==> config.mk <==
export PLATFORM = sky130hd
export DESIGN_NAME = mem_port_arbiter
export DESIGN_NICKNAME = d
export VERILOG_FILES = /design/src/rtl/mem_port_arbiter.sv
export SDC_FILE = /design/constraint.sdc
export NUM_CORES = 1
export LEC_CHECK = 0
export ABC_AREA = 1
export CORE_ASPECT_RATIO = 2
export CORE_MARGIN = 2
export CORE_UTILIZATION = 29
export DETAILED_ROUTE_END_ITERATION = 10
export PLACE_DENSITY = 0.76
export SYNTH_ARGS = -nofsm -noshare
export SYNTH_HDL_FRONTEND = slang
export SYNTH_SLANG_ARGS = --single-unit
==> constraint.sdc <==
create_clock -name clk -period 3.3 [get_ports clk]
set_input_delay 0.825 -clock clk [delete_from_list [all_inputs] [get_ports clk]]
set_output_delay 0.825 -clock clk [all_outputs]
set_load 0.01 [all_outputs]
==> src/rtl/mem_port_arbiter.sv <==
// mem_port_arbiter: shares one fixed-latency memory between fetch and data ports, one transaction in flight.
// Define ARB_ROUND_ROBIN_EN to replace data priority + starvation counter with strict round robin.
module mem_port_arbiter #(
  parameter int ADDR_W     = 32,
  parameter int DATA_W     = 32,
  parameter int MEM_LAT    = 2,
  parameter int STARVE_MAX = 4
) (
  input  logic              clk,
  input  logic              rst,
  input  logic              if_req,
  input  logic [ADDR_W-1:0] if_addr,
  output logic              if_gnt,
  output logic              if_rvalid,
  output logic [DATA_W-1:0] if_rdata,
  input  logic              d_req,
  input  logic              d_we,
  input  logic [ADDR_W-1:0] d_addr,
  input  logic [DATA_W-1:0] d_wdata,
  output logic              d_gnt,
  output logic              d_rvalid,
  output logic [DATA_W-1:0] d_rdata,
  output logic              mem_en,
  output logic              mem_we,
  output logic [ADDR_W-1:0] mem_addr,
  output logic [DATA_W-1:0] mem_wdata,
  input  logic [DATA_W-1:0] mem_rdata,
  output logic              busy
);
  typedef enum logic {IDLE, WAIT} state_t;
  state_t            state_q;
  logic [3:0]        lat_cnt_q;
  logic              owner_q;
  logic              if_rvalid_q, d_rvalid_q;
  logic [DATA_W-1:0] if_rdata_q, d_rdata_q;
  logic              idle, d_win, i_win;
  assign idle = state_q == IDLE;
`ifdef ARB_ROUND_ROBIN_EN
  logic last_d_q;
  assign d_win = idle && d_req && (!if_req || !last_d_q);
`else
  logic [3:0] starve_cnt_q;
  assign d_win = idle && d_req && (starve_cnt_q < 4'(STARVE_MAX) || !if_req);
`endif
  assign i_win     = idle && if_req && !d_win;
  assign d_gnt     = d_win;
  assign if_gnt    = i_win;
  assign mem_en    = d_win || i_win;
  assign mem_we    = d_win && d_we;
  assign mem_addr  = d_win ? d_addr : i_win ? if_addr : '0;
  assign mem_wdata = d_win ? d_wdata : '0;
  assign busy      = !idle;
  assign if_rvalid = if_rvalid_q;
  assign d_rvalid  = d_rvalid_q;
  assign if_rdata  = if_rdata_q;
  assign d_rdata   = d_rdata_q;
  always_ff @(posedge clk or posedge rst) begin
    if (rst) begin
      state_q      <= IDLE;
      lat_cnt_q    <= '0;
      owner_q      <= 1'b0;
      if_rvalid_q  <= 1'b0;
      d_rvalid_q   <= 1'b0;
      if_rdata_q   <= '0;
      d_rdata_q    <= '0;
`ifdef ARB_ROUND_ROBIN_EN
      last_d_q     <= 1'b0;
`else
      starve_cnt_q <= '0;
`endif
    end else begin
      if_rvalid_q <= 1'b0;
      d_rvalid_q  <= 1'b0;
      if (idle) begin
        if (mem_en && !mem_we) begin
          state_q   <= WAIT;
          lat_cnt_q <= 4'(MEM_LAT);
          owner_q   <= d_win;
        end
      end else begin
        lat_cnt_q <= lat_cnt_q - 4'd1;
        // last wait cycle: read data is on mem_rdata now
        if (lat_cnt_q == 4'd1) begin
          state_q <= IDLE;
          if (owner_q) begin
            d_rdata_q  <= mem_rdata;
            d_rvalid_q <= 1'b1;
          end else begin
            if_rdata_q  <= mem_rdata;
            if_rvalid_q <= 1'b1;
          end
        end
      end
`ifdef ARB_ROUND_ROBIN_EN
      if (mem_en) last_d_q <= d_win;
`else
      starve_cnt_q <= (!if_req || i_win) ? 4'd0 :
                      (d_win && starve_cnt_q < 4'(STARVE_MAX)) ? starve_cnt_q + 4'd1 : starve_cnt_q;
`endif
    end
  end
endmodule

==> run metrics <==
TritonCTS clock tree done; unrepaired setup endpoints after global routing false; final setup violation count 0; FFs w/ async S/R, synth 1.00; Root Driver clkbuf_16; Synth top cells by count nand2_1 (117), dfrtp_1 (76), inv_1 (76); dpl cells 902; Slew headroom 0.560; Final Non-Filler Cells 917; VDD IR-drop max 0.491 mV; count of cell types in the netlist 25; Final Instance Area 7270 µm²; fin util 0.541; dominant cell type by area after synthesis dfrtp_1; total CTS buffers 9; Final ANT Viol Nets 0; maximum clock rate 311 MHz; Post-synth EDFFs 0; Starting Density 0.298; post-DP HPWL 10.6 mm; area share of the largest cell type after synthesis 0.476; largest family of logic cells by synthesized area simple AND/OR/NAND/NOR gates; min Tclk post-route 3.22 ns; core area 13,400 µm²; total negative slack 0 ns; critical path data required time 2.47 ns; Post-synth top flop dfrtp_1; global-route wire length before repair 20.2 mm; Min Hold Slack 0.488 ns; CTS max path bufs 2; Synth Area in XOR/XNOR 0.00438; setup ws final 0.0839 ns; syn_nets 612; simple-gate share of the synthesized area 0.290; pwr/cell area 750 nW/µm²; NumNets Final 894; Synth Area in Compound Gates 0.0954; Placement Cell Area 6990 µm²; Final period util 0.975; Pleak 4.04 nW; Reg clk slew, reported paths 0.06 ns; count leader, synth nand2_1; mux cell area share after synthesis 0; syn avg cell area 8.40 µm²; chip width 87.0 µm; Max Cap Viol 0; synthesized area 4000 µm²; placement row count 60; Remaining DRCs 0; antenna violations before repair 0; largest fanout on the critical path 21; First-pass DRT Iterations 4; detailed-route wire length per cell 14.5 µm; YS warnings 0; largest net degree at the start of global routing 66; final hold vios 0; CTS sink cnt 76; top post-synthesis cells by area dfrtp_1 (48%), nand2_1 (11%), nand2_4 (8.4%), o21ai_1 (7.8%), inv_1 (7.1%); clk_skew 0.0134 ns; post-synthesis sequential area ratio 0.476; H-tree depth 3; Initial DRC Count 141; FF-to-FF Start lat_cnt_q[1]$_DFFE_PP0P_; routed wire length 13.3 mm; routed vias/inst 4.35; outcome finished clean; die area 14,800 µm²; Worst Setup Start Kind input pin; boundary pin count 268; area growth from synthesis to layout 81.9%; Die Ht 170 µm; Tot GR Track Use 0.176; latest clock arrival within the worst-skew pair 0.33 ns; share of layout cells above drive strength 1 0.152; CP endpoint kind output port; DP Worst Slack -0.200 ns; hold-fix buffers at CTS 0; Worst EP arrival 2.39 ns; setup bufs post-CTS 0; Synth Register Bits 76; global placement routability congestion 0.811; kind of critical path in2out; Final Total Pwr 5.46 mW; number of global-route vias before repair 3,927; adder-cell share of the synthesized area 0.00939; count of final max-slew check failures 0; hold crit path type reg2reg; IO buf count 267; hold_sp if_rdata[0]$_DFFE_PP0P_; Cells after Synth 476; # diodes 0; grt ovf 0; Crit. Startpoint d_req; Worst Tran Pin Value 0.661 ns; vias 3,990
critical path, stage by stage:
cell and delay (ns):
clkdlybuf4s50_1 0.47, inv_2 0.06, nor2_4 0.11, nand2_4 0.11, buf_12 0.18, nor2_1 0.09
clkdlybuf4s50_1 0.54
sequential cells by signal (all words and copies together) (netlist names):
signal,count
starve_cnt_q,4
if_rdata,32
lat_cnt_q,4
if_rvalid,1
busy,1
d_rvalid,1
d_rdata,32
owner_q,1
routing by layer:
layer	part of all wire	vias to the layer above	wire [µm]	track usage
met5	0	-	0	0
met4	0.022	0	286	0.0679
met1	0.34	1784	4530	0.180
met3	0.099	19	1320	0.0456
met2	0.54	194	7120	0.331
li1	-	1993	-	-
cells in the final DEF, fill, tap and decap left out, types with 9 or more instances in the layout:
master and instances:
nand2_4 30, o21ai_1 61, nand2_2 28, dlymetal6s2s_1 14, nand2_1 117, dlygate4sd2_1 45, inv_1 74, clkdlybuf4s50_1 208
buf_4 20, clkbuf_16 9, nor2_1 35, dfrtp_1 76
report_power, final:
| part | total, mW | internal, mW | switching [mW] |
|---|---|---|---|
| Clock | 0.979 | 0.604 | 0.374 |
| Combinational | 2.84 | 1.53 | 1.31 |
| Sequential | 1.64 | 1.38 | 0.263 |
final cells by class:
class	instances	area, µm²
flip-flops and latches	76	1900
well taps	155	194
clock buffers	10	239
clock inverters	5	60.1
repair buffers	295	2960
multi-input cells	298	1610
inverters	78	309
fillers	1233	6160
final timing paths:
path / endpoint / slack, ns / cells after the start
min in group asynchronous: d_rdata[10]$_DFFE_PP0P_ / 0.90 / 2
hold reg to reg: if_rdata[0]$_DFFE_PP0P_ / 0.49 / 2
hold / removal: if_rdata[0]$_DFFE_PP0P_ / 0.49 / 2
setup reg to reg: if_rdata[15]$_DFFE_PP0P_ / 1.47 / 7
max in group asynchronous: lat_cnt_q[1]$_DFFE_PP0P_ / 1.77 / 3
setup / recovery: mem_wdata[15] / 0.08 / 7
cell families after synthesis:
logic type,Yosys count
buffers and inverters,102
xor gates and xnor gates,2
AOI/OAI and AO/OA,71
DFF,76
and+or+nand+nor,222
adders and majority gates,3
repair_timing:
action / in CTS / in global routing
endpoints found under the setup margin: 53 / 11
resized for setup: 48 / 15
pin swaps: 1 / 0
(Power assumes the default switching activity.)
